File: src/rtl/j1_irq_ctrl_if.sv
// J1 IO bus bundle: read/write strobes, address, write data and read data.
// The J1 core is the master; peripherals such as the interrupt controller
// are slaves that return combinational read data on io_din.
interface j1_irq_ctrl_if;
    logic        io_rd;
    logic        io_wr;
    logic [15:0] io_addr;
    logic [15:0] io_dout;
    logic [15:0] io_din;

    modport master (
        output io_rd,
        output io_wr,
        output io_addr,
        output io_dout,
        input  io_din
    );

    modport slave (
        input  io_rd,
        input  io_wr,
        input  io_addr,
        input  io_dout,
        output io_din
    );
endinterface

File: src/rtl/j1_irq_ctrl.sv
// Interrupt controller for the J1 core.
// Collects NSRC asynchronous sources, keeps pending/enable/mode state,
// picks the lowest-numbered eligible source and runs one
// request -> claim -> EOI sequence at a time on interrupt_request.
// io_din is combinational from io_addr and reads 0 outside the register
// window so it can be OR-merged with other peripherals.
module j1_irq_ctrl #(
    parameter int          NSRC = 8,
    parameter logic [15:0] BASE = 16'h0040
) (
    input  logic              clk,
    input  logic              reset,
    j1_irq_ctrl_if.slave      io,
    input  logic [NSRC-1:0]   irq_src,
    output logic              interrupt_request
);

    typedef enum logic [1:0] {
        ST_IDLE    = 2'd0,
        ST_REQ     = 2'd1,
        ST_SERVICE = 2'd2
    } state_t;

    localparam logic [15:0] ADDR_PEND  = BASE;
    localparam logic [15:0] ADDR_EN    = BASE + 16'd2;
    localparam logic [15:0] ADDR_CLAIM = BASE + 16'd4;
    localparam logic [15:0] ADDR_MODE  = BASE + 16'd6;
    localparam logic [15:0] ADDR_EOI   = BASE + 16'd8;

    // Lowest set index wins; scanning downwards lets lower indices overwrite.
    function automatic logic [3:0] pick_winner(input logic [NSRC-1:0] v);
        logic [3:0] w;
        w = 4'd0;
        for (int i = NSRC - 1; i >= 0; i--) begin
            w = v[i] ? 4'(i) : w;
        end
        return w;
    endfunction

    // Registers
    state_t            state_q, state_d;
    logic              irq_q, irq_d;
    logic [NSRC-1:0]   sync1_q, sync1_d;
    logic [NSRC-1:0]   sync2_q, sync2_d;
    logic [NSRC-1:0]   prev_q, prev_d;
    logic [NSRC-1:0]   pending_q, pending_d;
    logic [NSRC-1:0]   enable_q, enable_d;
    logic [NSRC-1:0]   mode_q, mode_d;
    logic [3:0]        insvc_q, insvc_d;

    // Combinational helpers
    logic [NSRC-1:0]   rise_s;
    logic [NSRC-1:0]   elig_s;
    logic              elig_any_s;
    logic [3:0]        winner_s;
    logic              wr_pend_s;
    logic              wr_en_s;
    logic              wr_mode_s;
    logic              eoi_s;
    logic              claim_s;
    logic [NSRC-1:0]   clr_s;
    logic [15:0]       pend_ext_s;
    logic [15:0]       en_ext_s;
    logic [15:0]       mode_ext_s;
    logic [15:0]       din_s;

    // Upper write-data bits have no register behind them when NSRC < 16.
    if (NSRC < 16) begin : g_unused_dout
        logic unused_dout_s;
        assign unused_dout_s = ^io.io_dout[15:NSRC];
    end

    assign rise_s     = sync2_q & ~prev_q;
    assign elig_s     = pending_q & enable_q;
    assign elig_any_s = |elig_s;
    assign winner_s   = pick_winner(elig_s);

    assign wr_pend_s  = io.io_wr && (io.io_addr == ADDR_PEND);
    assign wr_en_s    = io.io_wr && (io.io_addr == ADDR_EN);
    assign wr_mode_s  = io.io_wr && (io.io_addr == ADDR_MODE);
    // EOI only counts while a source is in service.
    assign eoi_s      = io.io_wr && (io.io_addr == ADDR_EOI) && (state_q == ST_SERVICE);
    // A claim needs a live request and something eligible; EOI takes precedence.
    assign claim_s    = io.io_rd && (io.io_addr == ADDR_CLAIM) && (state_q == ST_REQ)
                        && elig_any_s && !eoi_s;

    assign interrupt_request = irq_q;
    assign io.io_din         = din_s;

    // FSM state and registered request output.
    always_ff @(posedge clk) begin
        if (reset) begin
            state_q <= ST_IDLE;
            irq_q   <= 1'b0;
        end else begin
            state_q <= state_d;
            irq_q   <= irq_d;
        end
    end

    // FSM next state; the request flop mirrors "next state is REQ".
    always_comb begin
        state_d = state_q;
        irq_d   = 1'b0;
        case (state_q)
            ST_IDLE: begin
                if (elig_any_s) begin
                    state_d = ST_REQ;
                end else begin
                    state_d = ST_IDLE;
                end
            end
            ST_REQ: begin
                if (claim_s) begin
                    state_d = ST_SERVICE;
                end else if (!elig_any_s) begin
                    state_d = ST_IDLE;
                end else begin
                    state_d = ST_REQ;
                end
            end
            ST_SERVICE: begin
                if (eoi_s) begin
                    state_d = ST_IDLE;
                end else begin
                    state_d = ST_SERVICE;
                end
            end
            default: begin
                state_d = ST_IDLE;
            end
        endcase
        irq_d = (state_d == ST_REQ);
    end

    // Source synchronizers, edge history and software-visible state.
    always_ff @(posedge clk) begin
        if (reset) begin
            sync1_q   <= {NSRC{1'b0}};
            sync2_q   <= {NSRC{1'b0}};
            prev_q    <= {NSRC{1'b0}};
            pending_q <= {NSRC{1'b0}};
            enable_q  <= {NSRC{1'b0}};
            mode_q    <= {NSRC{1'b0}};
            insvc_q   <= 4'd0;
        end else begin
            sync1_q   <= sync1_d;
            sync2_q   <= sync2_d;
            prev_q    <= prev_d;
            pending_q <= pending_d;
            enable_q  <= enable_d;
            mode_q    <= mode_d;
            insvc_q   <= insvc_d;
        end
    end

    // Next values: synchronizer chain, pending set/clear, register writes.
    always_comb begin
        sync1_d   = irq_src;
        sync2_d   = sync1_q;
        prev_d    = sync2_q;
        clr_s     = {NSRC{1'b0}};
        pending_d = pending_q;

        for (int i = 0; i < NSRC; i++) begin
            clr_s[i] = (wr_pend_s && io.io_dout[i]) || (claim_s && (winner_s == 4'(i)));
            if (mode_q[i]) begin
                // Edge mode: a new edge beats a simultaneous clear.
                pending_d[i] = rise_s[i] | (pending_q[i] & ~clr_s[i]);
            end else begin
                // Level mode: pending tracks the synchronized line.
                pending_d[i] = sync2_q[i];
            end
        end

        if (wr_en_s) begin
            enable_d = io.io_dout[NSRC-1:0];
        end else begin
            enable_d = enable_q;
        end

        if (wr_mode_s) begin
            mode_d = io.io_dout[NSRC-1:0];
        end else begin
            mode_d = mode_q;
        end

        if (claim_s) begin
            insvc_d = winner_s;
        end else begin
            insvc_d = insvc_q;
        end
    end

    // Read-data mux, zero outside the register window.
    always_comb begin
        pend_ext_s             = 16'h0000;
        en_ext_s               = 16'h0000;
        mode_ext_s             = 16'h0000;
        pend_ext_s[NSRC-1:0]   = pending_q;
        en_ext_s[NSRC-1:0]     = enable_q;
        mode_ext_s[NSRC-1:0]   = mode_q;
        din_s                  = 16'h0000;

        if (io.io_addr == ADDR_PEND) begin
            din_s = pend_ext_s;
        end else if (io.io_addr == ADDR_EN) begin
            din_s = en_ext_s;
        end else if (io.io_addr == ADDR_CLAIM) begin
            if (elig_any_s) begin
                din_s = {1'b1, 11'b0, winner_s};
            end else begin
                din_s = 16'h0000;
            end
        end else if (io.io_addr == ADDR_MODE) begin
            din_s = mode_ext_s;
        end else if (io.io_addr == ADDR_EOI) begin
            din_s = {(state_q == ST_SERVICE), 11'b0, insvc_q};
        end else begin
            din_s = 16'h0000;
        end
    end

endmodule
File: src/flat_wrapper.sv
// flat-port wrapper written by rule: the top's interface ports become plain ports
module j1_irq_ctrl_flat 
#(
    parameter int          NSRC = 8,
    parameter logic [15:0] BASE = 16'h0040
)
  (clk, reset, irq_src, interrupt_request, io_io_rd, io_io_wr, io_io_addr, io_io_dout, io_io_din);
  j1_irq_ctrl_if io_i ();
  input  logic clk;
  input  logic reset;
  input  logic [NSRC-1:0] irq_src;
  output logic interrupt_request;
  input wire logic [$bits(io_i.io_rd)-1:0] io_io_rd;
  input wire logic [$bits(io_i.io_wr)-1:0] io_io_wr;
  input wire logic [$bits(io_i.io_addr)-1:0] io_io_addr;
  input wire logic [$bits(io_i.io_dout)-1:0] io_io_dout;
  output wire logic [$bits(io_i.io_din)-1:0] io_io_din;
  assign io_i.io_rd = io_io_rd;
  assign io_i.io_wr = io_io_wr;
  assign io_i.io_addr = io_io_addr;
  assign io_i.io_dout = io_io_dout;
  assign io_io_din = io_i.io_din;
  j1_irq_ctrl #(.NSRC(NSRC), .BASE(BASE)) u_core (.clk(clk), .reset(reset), .io(io_i), .irq_src(irq_src), .interrupt_request(interrupt_request));
endmodule
File: config.mk
export PLATFORM = sky130hd
export DESIGN_NAME = j1_irq_ctrl_flat
export DESIGN_NICKNAME = d
export VERILOG_FILES = /design/src/rtl/j1_irq_ctrl_if.sv /design/src/rtl/j1_irq_ctrl.sv /design/src/flat_wrapper.sv
export SDC_FILE = /design/constraint.sdc
export NUM_CORES = 1
export LEC_CHECK = 0
export BUFFER_PORTS_ARGS = -buffer_cell sky130_fd_sc_hd__clkbuf_2
export CAP_MARGIN = 20
export CELL_PAD_IN_SITES_DETAIL_PLACEMENT = 0
export CELL_PAD_IN_SITES_GLOBAL_PLACEMENT = 1
export CORE_MARGIN = 1.5
export CORE_UTILIZATION = 40
export CTS_CLUSTER_DIAMETER = 80
export DETAILED_ROUTE_END_ITERATION = 8
export GPL_TIMING_DRIVEN = 0
export PLACE_DENSITY = 0.76
export SLEW_MARGIN = 15
export SYNTH_ARGS = -nofsm -noshare
export SYNTH_HDL_FRONTEND = slang
export SYNTH_SLANG_ARGS = --single-unit
export TNS_END_PERCENT = 5
File: constraint.sdc
create_clock -name clk -period 1.9 [get_ports clk]
set_clock_uncertainty 0.05 [all_clocks]
set_input_delay 0.285 -clock clk [delete_from_list [all_inputs] [get_ports clk]]
set_output_delay 0.285 -clock clk [all_outputs]
set_load 0.02 [all_outputs]
==> impl_metrics.json <==
{
  "dieArea_um2": 6670,
  "power_per_cell_area_nw_per_um2": 691,
  "synth_seq_cells": 54,
  "cp_cell_sequence": "a22oi_2, nor2_2, o21a_1, mux4_2, a22o_1, buf_2",
  "clk-insertion-delay-late_ns": 0.30,
  "post-route-drc-count": 0,
  "cp_peak_stage_delay_ns": 0.44,
  "cts.path.max_buffers": 2,
  "place.port_buffers": 44,
  "area_delta_synth_final_pct": 22.2,
  "unrepaired_setup_endpoints_after_global_routing": "true",
  "grtUsageTotal_pct": 18.9,
  "grt_first_pass_wirelength_um": 9330,
  "core_region_area_um2": 5960,
  "clkSlewWorstSetupHoldPaths_ns": 0.09,
  "sequential_element_share_of_the_synthesized_area_pct": 43.7,
  "postLayoutSetupSlackWorst_ns": -0.390,
  "path_class": "register to primary output",
  "globalRouteMet1Util_pct": 26.3,
  "antenna_diode_count": 0,
  "yosys.cell_count.top_type": "sky130_fd_sc_hd__dfxtp_1",
  "numCtsBuffers": 5,
  "tightestPinTransition_ns": 0.656,
  "grt_pass1_vias": 1827,
  "leakage_nw": 1.33,
  "report.final.slew_viol_count": 0,
  "worst_setup_path_end_kind": "primary output",
  "yosys_most_used_dff": "sky130_fd_sc_hd__dfxtp_1",
  "path_buf_inv": 1,
  "routed_wire_length_per_instance_um": 15.0,
  "synthCells": 260,
  "dp_hpwl_um": 4210,
  "post_synth_main_area_contributors": "sky130_fd_sc_hd__dfxtp_1 (44%), sky130_fd_sc_hd__mux2i_1 (8.1%), sky130_fd_sc_hd__nor2b_1 (6.6%), sky130_fd_sc_hd__nor2_1 (4.1%), sky130_fd_sc_hd__nand2_1 (3.9%)",
  "gr-max-usage-layer": "met2",
  "grt.met2_usage_pct": 29.7,
  "first_iter_violations": 108,
  "synth_enable_flop_cells": 0,
  "io_pins": 61,
  "setup_violations": 4,
  "numPlacedInstances": 385,
  "fin_cells": 394,
  "htree_levels": 2,
  "detail_route.vias_per_cell": 5.21,
  "die_y_um": 81.6,
  "ant_nets": 0,
  "timing.final.hold_violations": 0,
  "die_wd_um": 81.6,
  "crit_path_max_fanout": 5,
  "initial_utilization_pct": 41.5,
  "drv.max_cap_violation_count": 0,
  "finalCriticalPeriod_ns": 2.29,
  "warnings_synthesis": 0,
  "grt_remaining_overflow": 0,
  "post_synth_num_cell_types": 45,
  "vias": 2053,
  "critPathTopFamily": "compound AO/OA/AOI/OAI gates",
  "syn_avg_cell_area_um2": 9.51,
  "antenna_violations_before_repair": 0,
  "clkSinkCount": 54,
  "timing.final.crit_share_pct": 121,
  "global_placer_s_final_weighted_congestion": 0.808,
  "ir_worst_vdd_mv": 0.580,
  "failing_checks": "negative setup slack",
  "cp_slowest_cell": "sky130_fd_sc_hd__mux4_2",
  "arrival_time_at_the_worst_endpoint_ns": 1.95,
  "grt_use_met3_pct": 4.00,
  "netlist.area_leader.share_pct": 43.7,
  "routed_wl_um": 5920,
  "finalHoldWorstSlack_ns": 0.135,
  "post_route_cells_drive_above_1_share_pct": 30.1,
  "grt_max_degree": 16,
  "cp_data_required_time_ns": 1.56,
  "critical_path_source_type": "register",
  "floorplan.rows": 28,
  "cts.root.buffer_cell": "sky130_fd_sc_hd__clkbuf_8",
  "finish.net_count": 363,
  "postSynth.asyncResetShare_pct": 0,
  "drt_first_pass_iters": 4,
  "synth.cell_area_um2": 2470,
  "synthDominantAreaCellType": "sky130_fd_sc_hd__dfxtp_1",
  "outcome": "finished, violations left",
  "most_used_standard_cells_in_the_synthesized_netlist": "sky130_fd_sc_hd__dfxtp_1 (54), sky130_fd_sc_hd__nor2_1 (27), sky130_fd_sc_hd__nand2_1 (26), sky130_fd_sc_hd__nor2b_1 (26), sky130_fd_sc_hd__mux2i_1 (20)",
  "cts_tree": "done",
  "relSlewSlack_pct": 56.3,
  "fmax_mhz": 437,
  "hp-class": "input pin to register"
}
per-layer routing:
| layer | part of all wire (%) | vias up |
|---|---|---|
| li1 | - | 1033 |
| met1 | 48 | 954 |
| met2 | 45 | 62 |
| met3 | 5.5 | 4 |
| met4 | 0.90 | 0 |
| met5 | 0 | - |
cell families (layout without fill, tap and decap cells):
kind of cell,Yosys count,in the layout,synth area share [%]
AO/OA/AOI/OAI,44,44,13.8
buffers and inverters,21,74,4.86
other,1,7,0.152
AND/OR/NAND/NOR,114,114,26.3
flip-flops,54,54,43.7
multiplexers,26,26,11.3
cells in the final DEF (no fill, tap or decap), types with 4 or more instances in the layout:
cell	n
sky130_fd_sc_hd__clkbuf_1	5
sky130_fd_sc_hd__mux2i_1	20
sky130_fd_sc_hd__conb_1	7
sky130_fd_sc_hd__clkbuf_2	43
sky130_fd_sc_hd__dfxtp_1	45
sky130_fd_sc_hd__nand3_1	8
sky130_fd_sc_hd__a22o_1	7
sky130_fd_sc_hd__a22oi_1	7
sky130_fd_sc_hd__nor2b_1	26
sky130_fd_sc_hd__nand2_1	26
sky130_fd_sc_hd__a21oi_1	4
sky130_fd_sc_hd__dfxtp_2	5
sky130_fd_sc_hd__clkbuf_8	6
sky130_fd_sc_hd__inv_1	4
sky130_fd_sc_hd__nor3_1	4
sky130_fd_sc_hd__buf_4	10
sky130_fd_sc_hd__nor2_1	24
sky130_fd_sc_hd__mux2_2	5
sky130_fd_sc_hd__dfxtp_4	4
sky130_fd_sc_hd__buf_2	4
sky130_fd_sc_hd__and3_1	5
what timing repair did:
action                                  4_1_cts  5_1_grt
resized for setup                             7       18
pin swaps                                     2        3
endpoints found under the setup margin        4       11
hold buffers                                  0        0
buffers inserted                              1        1
power by group:
| group | leakage, nW | total [mW] | switching (mW) | internal [mW] |
|---|---|---|---|---|
| combinational | 0.829 | 0.154 | 0.0902 | 0.0634 |
| sequential | 0.445 | 1.16 | 0.00968 | 1.15 |
| clock | 0.0573 | 0.776 | 0.354 | 0.422 |
area by class of cell:
type                       instances  area [um2]
buffer                            17         105
clock buffer                       6        82.6
clock inverter                     1        30.0
fill                             590        2930
inverter                           4        15.0
multi-input combinational        191        1360
sequential                        54        1100
tap                               75        93.8
timing repair buffer              46         235
through the flow:
step / total power [mW] / setup TNS [ns] / util [%] / worst slack [ns] / instance area (um2)
after global routing: 2.19 / -1.70 / 50.8 / -0.453 / 3020
final: 2.09 / -1.18 / 50.8 / -0.390 / 3020
after floorplan: 1.27 / 0 / - / 0.0505 / 2500
after CTS: 2.12 / -1.48 / 49.4 / -0.386 / 2940
after global placement: 1.34 / -1.42 / 47.2 / -0.203 / 2810
after detailed placement: 1.34 / -1.37 / 47.2 / -0.194 / 2810
path summary, 6_finish.rpt:
kind	startpoint	endpoint	slack, ns	depth (start not counted)
worst min register to register	u_core.sync1_q[5]$_SDFF_PP0_	u_core.prev_d[5]$_SDFF_PP0_	0.39	1
worst min-delay path	irq_src[6]	u_core.sync1_q[6]$_SDFF_PP0_	0.13	2
worst max register to register	u_core.pending_q[2]$_SDFF_PP0_	u_core.pending_q[4]$_SDFF_PP0_	0.14	6
worst max-delay path	u_core.pending_q[7]$_SDFF_PP0_	io_io_din[1]	-0.39	6
flip-flops by register name, indices dropped and copies added, names as in the netlist:
register,cells
u_core.interrupt_request,1
u_core.enable_q,8
u_core.pending_q,8
u_core.mode_q,8
u_core.sync1_q,8
u_core.state_q,2
u_core.insvc_q,3
u_core.prev_d,8
u_core.prev_q,8
Note: power is estimated with default switching activity, not from simulation.
